[src/rtl/ws2812_serializer_if.sv]
// Pixel stream handshake between the LED controller core and the WS2812 serializer.
// The master drives a GRB word plus an end-of-frame flag, and the slave answers with ready.
interface ws2812_serializer_if;
  logic [23:0] pix_data;
  logic        pix_last;
  logic        pix_valid;
  logic        pix_ready;

  modport master (
    output pix_data,
    output pix_last,
    output pix_valid,
    input  pix_ready
  );

  modport slave (
    input  pix_data,
    input  pix_last,
    input  pix_valid,
    output pix_ready
  );
endinterface

[src/rtl/ws2812_serializer.sv]
// WS2812 one-wire encoder. It shifts 24-bit GRB words out MSB first as high/low pulse pairs
// and closes each frame with a latch-low period. All timing is counted in clk cycles.
module ws2812_serializer #(
  parameter int BIT_CYC   = 13,
  parameter int T0H_CYC   = 4,
  parameter int T1H_CYC   = 8,
  parameter int RESET_CYC = 600
) (
  input  logic                      clk,
  input  logic                      rst,
  ws2812_serializer_if.slave        pix,
  output logic                      dout,
  output logic                      busy,
  output logic                      underrun
);

  typedef enum logic [1:0] {
    IDLE  = 2'd0,
    SHIFT = 2'd1,
    LATCH = 2'd2
  } state_t;

  localparam logic [7:0]  BIT_LAST = 8'(BIT_CYC - 1);
  localparam logic [7:0]  T0H      = 8'(T0H_CYC);
  localparam logic [7:0]  T1H      = 8'(T1H_CYC);
  localparam logic [15:0] LAT_LAST = 16'(RESET_CYC - 1);

  state_t      state;
  logic [23:0] shreg;
  logic        last_q;
  logic [4:0]  bit_idx;
  logic [7:0]  cyc;
  logic [15:0] lat_cnt;

  logic [7:0]  cyc_next;
  logic        shift_level;
  logic        bit_end;
  logic        word_end;

  // dout is registered, so the level for the next cycle is computed from the next cycle count.
  always_comb begin
    cyc_next    = cyc + 8'd1;
    shift_level = (cyc_next < (shreg[23] ? T1H : T0H));
    bit_end     = (cyc == BIT_LAST);
    word_end    = bit_end && (bit_idx == 5'd0);
  end

  // Ready opens in IDLE and in the final cycle of a non-last word, which lets the next word
  // follow with no gap on the line.
  assign pix.pix_ready = (state == IDLE) || ((state == SHIFT) && word_end && !last_q);

  always_ff @(posedge clk) begin
    if (rst) begin
      state    <= IDLE;
      shreg    <= 24'd0;
      last_q   <= 1'b0;
      bit_idx  <= 5'd0;
      cyc      <= 8'd0;
      lat_cnt  <= 16'd0;
      dout     <= 1'b0;
      busy     <= 1'b0;
      underrun <= 1'b0;
    end else begin
      underrun <= 1'b0;
      case (state)
        IDLE: begin
          dout <= 1'b0;
          if (pix.pix_valid) begin
            shreg   <= pix.pix_data;
            last_q  <= pix.pix_last;
            bit_idx <= 5'd23;
            cyc     <= 8'd0;
            dout    <= 1'b1;
            busy    <= 1'b1;
            state   <= SHIFT;
          end
        end

        SHIFT: begin
          if (!bit_end) begin
            cyc  <= cyc_next;
            dout <= shift_level;
          end else if (bit_idx != 5'd0) begin
            shreg   <= {shreg[22:0], 1'b0};
            bit_idx <= bit_idx - 5'd1;
            cyc     <= 8'd0;
            dout    <= 1'b1;
          end else if (last_q) begin
            cyc     <= 8'd0;
            lat_cnt <= 16'd0;
            dout    <= 1'b0;
            state   <= LATCH;
          end else if (pix.pix_valid) begin
            shreg   <= pix.pix_data;
            last_q  <= pix.pix_last;
            bit_idx <= 5'd23;
            cyc     <= 8'd0;
            dout    <= 1'b1;
          end else begin
            // Upstream failed to supply the next word of an open frame.
            shreg    <= 24'd0;
            cyc      <= 8'd0;
            dout     <= 1'b0;
            busy     <= 1'b0;
            underrun <= 1'b1;
            state    <= IDLE;
          end
        end

        LATCH: begin
          dout <= 1'b0;
          if (lat_cnt == LAT_LAST) begin
            lat_cnt <= 16'd0;
            busy    <= 1'b0;
            state   <= IDLE;
          end else begin
            lat_cnt <= lat_cnt + 16'd1;
          end
        end

        default: begin
          dout  <= 1'b0;
          busy  <= 1'b0;
          state <= IDLE;
        end
      endcase
    end
  end

endmodule

[src/flat_wrapper.sv]
// flat-port wrapper written by rule: the top's interface ports become plain ports
module ws2812_serializer_flat 
#(
  parameter int BIT_CYC   = 13,
  parameter int T0H_CYC   = 4,
  parameter int T1H_CYC   = 8,
  parameter int RESET_CYC = 600
)
  (clk, rst, dout, busy, underrun, pix_pix_data, pix_pix_last, pix_pix_valid, pix_pix_ready);
  ws2812_serializer_if pix_i ();
  input  logic clk;
  input  logic rst;
  output logic dout;
  output logic busy;
  output logic underrun;
  input wire logic [$bits(pix_i.pix_data)-1:0] pix_pix_data;
  input wire logic [$bits(pix_i.pix_last)-1:0] pix_pix_last;
  input wire logic [$bits(pix_i.pix_valid)-1:0] pix_pix_valid;
  output wire logic [$bits(pix_i.pix_ready)-1:0] pix_pix_ready;
  assign pix_i.pix_data = pix_pix_data;
  assign pix_i.pix_last = pix_pix_last;
  assign pix_i.pix_valid = pix_pix_valid;
  assign pix_pix_ready = pix_i.pix_ready;
  ws2812_serializer #(.BIT_CYC(BIT_CYC), .T0H_CYC(T0H_CYC), .T1H_CYC(T1H_CYC), .RESET_CYC(RESET_CYC)) u_core (.clk(clk), .rst(rst), .pix(pix_i), .dout(dout), .busy(busy), .underrun(underrun));
endmodule
[config.mk]
export PLATFORM = sky130hd
export DESIGN_NAME = ws2812_serializer_flat
export DESIGN_NICKNAME = d
export VERILOG_FILES = /design/src/rtl/ws2812_serializer_if.sv /design/src/rtl/ws2812_serializer.sv /design/src/flat_wrapper.sv
export SDC_FILE = /design/constraint.sdc
export NUM_CORES = 1
export LEC_CHECK = 0
export BUFFER_PORTS_ARGS = -buffer_cell sky130_fd_sc_hd__buf_2
export CORE_ASPECT_RATIO = 0.9
export CORE_MARGIN = 5
export CORE_UTILIZATION = 55
export CTS_BUF_LIST = sky130_fd_sc_hd__clkbuf_8
export CTS_CLUSTER_SIZE = 25
export DETAILED_ROUTE_END_ITERATION = 7
export GPL_ROUTABILITY_DRIVEN = 0
export PLACE_DENSITY = 0.78
export SLEW_MARGIN = 25
export SYNTH_ARGS = -nofsm -noshare
export SYNTH_HDL_FRONTEND = slang
export SYNTH_SLANG_ARGS = --single-unit
[constraint.sdc]
create_clock -name clk -period 2.1 [get_ports clk]
set_input_delay 0.42 -clock clk [delete_from_list [all_inputs] [get_ports clk]]
set_output_delay 0.42 -clock clk [all_outputs]
set_load 0.05 [all_outputs]
# --- After elaboration in Yosys (flattened, before gate mapping) ---
# Cells that the tools add are included.
word_totals:
  register_bits: 59
  latchBits: 0
  ramBits: 0
  romBits: 0
  in_bits: 28
  output_inout_bits: 4
  elab_cells: 92
  n_memories: 0
op_classes:
  addsub: 3
  multipliers: 0
  n_div: 0
  magnitude_cmp: 1
  eq_ne: 13
  shift: 0
  muxes: 46
  bitwise: 2
  n_reduce_logical: 18
op_table:
  columns: ["operator", "n"]
  rows:
  - ["24-bit 2-to-1 mux", 5]
  - ["16-bit 2-to-1 mux", 4]
  - ["24-bit case mux with 2 select lines", 1]
  - ["16-bit case mux with 2 select lines", 1]
  - ["5-bit 2-to-1 mux", 4]
  - ["16-bit by 1-bit adder with 16-bit output, second input constant", 1]
  - ["16-bit by 10-bit equality test with 1-bit output, second input constant", 1]
  - ["1-bit 2-to-1 mux", 16]
  - ["8-bit 2-to-1 mux", 2]
  - ["8-bit case mux with 2 select lines", 1]
  - ["2-bit 2-to-1 mux", 6]
  - ["4-bit AND reduction", 3]
  - ["5-bit case mux with 2 select lines", 1]
  - ["8-bit by 1-bit adder with 8-bit output, second input constant", 1]
  - ["8-bit by 4-bit equality test with 1-bit output, second input constant", 1]
  - ["8-bit less-than comparator", 1]
  - ["2-bit != test, second input constant", 4]
  - ["2-bit by 1-bit != test with 1-bit output, second input constant", 3]
  - ["2-bit case mux with 3 select lines", 1]
  - ["6-bit AND reduction", 1]
  - ["5-bit zero test", 1]
  - ["5-bit AND reduction", 1]
  - ["5-bit nonzero test", 1]
  - ["5-bit OR reduction", 1]
  - ["other kinds (16)", 21]

# --- Logic depth before layout (Yosys ltp) ---
logic_depth:
  ltp_word: 5
  ltp_mapped: 8
  ltp_nobuf: 7

# --- Worst setup path before layout ---
# Ideal clock, no wire load.
synth_timing:
  kind: "register to output"
  start: "register u_core.bit_idx[0]"
  end: "output pix_pix_ready"
  t_arrival_ns: 2.124
  slack_ns: -0.444
  stages_incl_launch_ff: 7
  path_cell_list: "dfxtp_1 -> inv_1 -> ha_1 -> or4b_2 -> nor2_1 -> nand2_1 -> a21oi_1"
synth_between:
  elab_chain_len: 5
synth_rtl:
  columns: ["element", "line_no", "rtl"]
  rows:
  - ["start, declared", "ws2812_serializer.sv:31", "logic [4:0] bit_idx;"]
  - ["start signal, assigned", "ws2812_serializer.sv:85", "bit_idx <= bit_idx - 5'd1;"]
  - ["5-bit zero test", "ws2812_serializer.sv:45", "word_end = bit_end && (bit_idx == 5'd0);"]
  - ["1-bit logical AND", "ws2812_serializer.sv:45", null]
  - ["1-bit logical AND (2 in a row)", "ws2812_serializer.sv:50", "assign pix.pix_ready = (state == IDLE) || ((state == SHIFT) && word_end && !last_q);"]
  - ["1-bit logical OR", "ws2812_serializer.sv:50", null]
  - ["end, declared", "flat_wrapper.sv:19", "output wire logic [$bits(pix_i.pix_ready)-1:0] pix_pix_ready;"]
# No other way between the ends.

# --- Worst setup path in the final report ---
# Same ends and word-level chain as after synthesis.

==> impl_results.md <==
- Run status: complete, but fails checks
- Failing checks: setup timing
- Synth Register Bits: 59
- YS warnings: 0
- Clock skew: 0.00402 ns
- Mapped Cells: 349
- DR vias: 2947
- Pre-CTS WS: -0.0673 ns
- DR DRC count: 0
- Clock Path Buffers: 2
- Sw power: 0.000858 W
- Design Area, Final: 3830 sq um
- Vias/cell: 6.11
- Number of buffers added on ports: 31
- Synth unique cells: 63
- Synth Cell Area: 3000 sq um
- Clk network pwr share: 36.8%
- Post-DP Area: 3330 sq um
- Peak VDD IR: 0.000564 V
- Syn Area/Cell: 8.59 sq um
- Startpoint Class: flop
- Worst-Margin Slew: 0.492 ns
- GRT Total Usage: 21.3%
- Ports: 32
- Setup slack, reg-to-reg: 0 ns
- Drt pass-1 iters: 5
- Leakage: 1.46 nW
- Max-cap violations: 0
- Hold path start: pix_pix_data[0]
- # diodes: 0
- Compound-cell area share of the yosys netlist: 26.8%
- RR Endpoint: u_core.shreg[7]$_SDFFE_PP0P_
- First-pass GRT wire length: 11800 microns
- Core area: 5290 sq um
- Tcrit/Tclk final: 106%
- Reg clk slew, reported paths: 0.07 ns
- Post-layout nets: 444
- Drt wl/cell: 16.3 microns
- Req. time, crit path: 1.68 ns
- Maximum clock frequency: 0.451 GHz
- Skew-Pair Late Insertion Delay: 0.34 ns
- Initial antenna violation count: 0
- Ys flop type: dfxtp_1
- Reg2Reg Launch Point: u_core.bit_idx[1]$_SDFFE_PP0P_
- Post-synthesis share of cell area spent on full adders, half adders and majority gates: 2.50%
- Most common cell after layout, fill and taps aside: dfxtp_1
- Crit. End Element: primary output
- Crit-path max FO: 2
- Hold_ws: 0.325 ns
- Synth Area in Simple Gates: 22.8%
- Post-synth EDFFs: 0
- Clk root buf: clkbuf_8
- Die area: 7030 sq um
- Pin count of the biggest net entering global routing: 38
- H-tree depth: 3
- Detail Placement HPWL: 4880 microns
- DRT antenna net count: 0
- Sink Count: 59
- Area grow syn2layout: 27.9%
- Yosys top cell by area: dfxtp_1
- Cell-internal power: 0.00202 W
- Layout cell share with drive strength beyond 1: 30.4%
- Gate power share: 19.8%
- Register area share after synthesis: 39.4%
- Via count of the first global-routing pass: 2606
- Post-route setup slack: -0.119 ns
- Mapped Nets: 383
- Fillers: 387
- CTS buffer count: 9
- Mux share of post-synthesis cell area: 0.334%
- Xor/xnor share of the synthesized area: 2.34%
- Post-synth top area share: 39.4%
- Commonest cells after routing, fill and taps aside: dfxtp_1, nor2_1, buf_2, buf_4, a22oi_1
- Post-CTS Hold Fix Bufs: 0
- Die extent in y: 80.0 microns
- CTS tree: yes
- Hold Path Class: input port to flop
- Shortest period the worst path allows: 2.22 ns
- Slew HR: 67.0%
- Row Count: 25
- Largest family of logic cells by synthesized area: compound AO/OA/AOI/OAI gates
- Final setup violation count: 2
- Count of final hold-check violations: 0
- Routed wire length: 7870 microns
- Synth top area cells: dfxtp_1, a211oi_1, a22oi_1
- DR iter-0 viols: 266
- CP startpoint: u_core.bit_idx[0]$_SDFFE_PP0P_
- Worst EP arrival: 1.80 ns
- Power Dens Cells: 750 nW/um^2
- Async SR Flop Fraction: 0%
- Worst setup path end: pix_pix_ready
- Initial Utilization: 56.7%
- FF-to-FF path depth: 11
- Die Span X: 87.8 microns
- Crit Path Class: flop to primary output
- RSZ-0062 raised after global routing: true
- Sw frac: 29.8%
- Seq pwr share: 43.4%
- Remaining global-route overflow: 0
- Fin. max-slew vios: 0
==> power by group through the flow <==
| stage | Sequential, W | Clock [W] | Combinational, W |
|---|---|---|---|
| 2_1_floorplan | 0.00127 | 0 | 0.000302 |
| 3_3_place_gp | 0.00126 | 0 | 0.000428 |
| 3_5_place_dp | 0.00127 | 0 | 0.000437 |
| 4_1_cts | 0.00124 | 0.00108 | 0.000457 |
| 5_1_grt | 0.00126 | 0.00111 | 0.000617 |
| 6_report | 0.00125 | 0.00106 | 0.000568 |
==> routing by layer <==
layer | GRT usage (%) | wire [microns] | vias up
met5 | 0 | 0 | -
li1 | - | - | 1446
met1 | 28.7 | 3540 | 1403
met3 | 6.19 | 437 | 11
met2 | 33.0 | 3810 | 87
met4 | 5.98 | 78 | 0
==> metrics by stage <==
stage          total power, W  cells  TNS, ns  utilization (%)
2_1_floorplan         0.00157    349        0                -
4_1_cts               0.00278    469   -0.188             67.6
5_1_grt               0.00299    482    -1.68             72.5
3_3_place_gp          0.00169    450        0             62.9
6_report              0.00288    482   -0.124             72.5
3_5_place_dp          0.00170    450   -0.275             62.9
==> logic make-up after synthesis <==
| kind of cell | count (synthesis) |
|---|---|
| muxes | 1 |
| xor gates and xnor gates | 8 |
| adders and majority gates | 6 |
| DFF | 59 |
| AOI/OAI and AO/OA | 116 |
| and+or+nand+nor | 130 |
| buffers and inverters | 29 |
==> Yosys cell counts (2+ instances only) <==
library cell	count
clkbuf_1	10
clkbuf_8	2
nor2_1	51
a21oi_1	24
buf_2	2
or4_1	3
o21ai_0	12
nand4_1	6
ha_1	6
o31ai_1	3
a22oi_1	26
inv_1	7
buf_4	3
a31oi_1	3
a311oi_1	5
nand2_1	14
xnor2_1	5
and4_1	2
or3_1	4
xor2_1	3
nand2b_1	7
and3_1	5
nand3b_1	3
nor3_1	5
a211oi_1	27
dfxtp_1	59
nor4_1	6
nand3_1	11
==> repair_timing <==
action,in CTS,in global routing
pin swaps,3,21
gates resized for setup,10,31
endpoints found under the setup margin,24,35
gates cloned,0,4
setup buffers,3,9
endpoints found under the hold margin,0,0
==> cell type report <==
cell class	count	area, sq um	area share, %
Sequential cell	59	1180	30.9
Inverter	7	26.3	0.685
Clock buffer	9	124	3.23
Clock inverter	7	76.3	1.99
Timing Repair Buffer	72	556	14.5
Tap cell	67	83.8	2.19
Multi-Input combinational cell	261	1780	46.5
==> how the worst min path moves through the flow <==
stage	cells past startpoint	slack, ns	to
after floorplan	2	0.44	u_core.shreg[0]$_SDFFE_PP0P_
after global routing	3	0.33	u_core.shreg[0]$_SDFFE_PP0P_
final	3	0.33	u_core.shreg[0]$_SDFFE_PP0P_
after global placement	2	0.46	u_core.shreg[0]$_SDFFE_PP0P_
after detailed placement	2	0.46	u_core.shreg[0]$_SDFFE_PP0P_
after CTS	3	0.31	u_core.shreg[0]$_SDFFE_PP0P_
==> sequential cells by signal, summed over array words and instances, names as in the netlist <==
name and cells:
u_core.dout 1, u_core.lat_cnt 16, u_core.last_q 1, u_core.bit_idx 5, u_core.state 2, u_core.busy 1
u_core.cyc 8, u_core.shreg 24, u_core.underrun 1
==> worst max-delay path, stage by stage (launching register included) <==
cell and delay, ns:
dfxtp_2 0.32, inv_2 0.07, ha_4 0.13, or4b_4 0.47, nor2_4 0.10, nand2_2 0.07
a21oi_4 0.12, buf_6 0.17
Note: power is estimated with default switching activity, not from simulation.
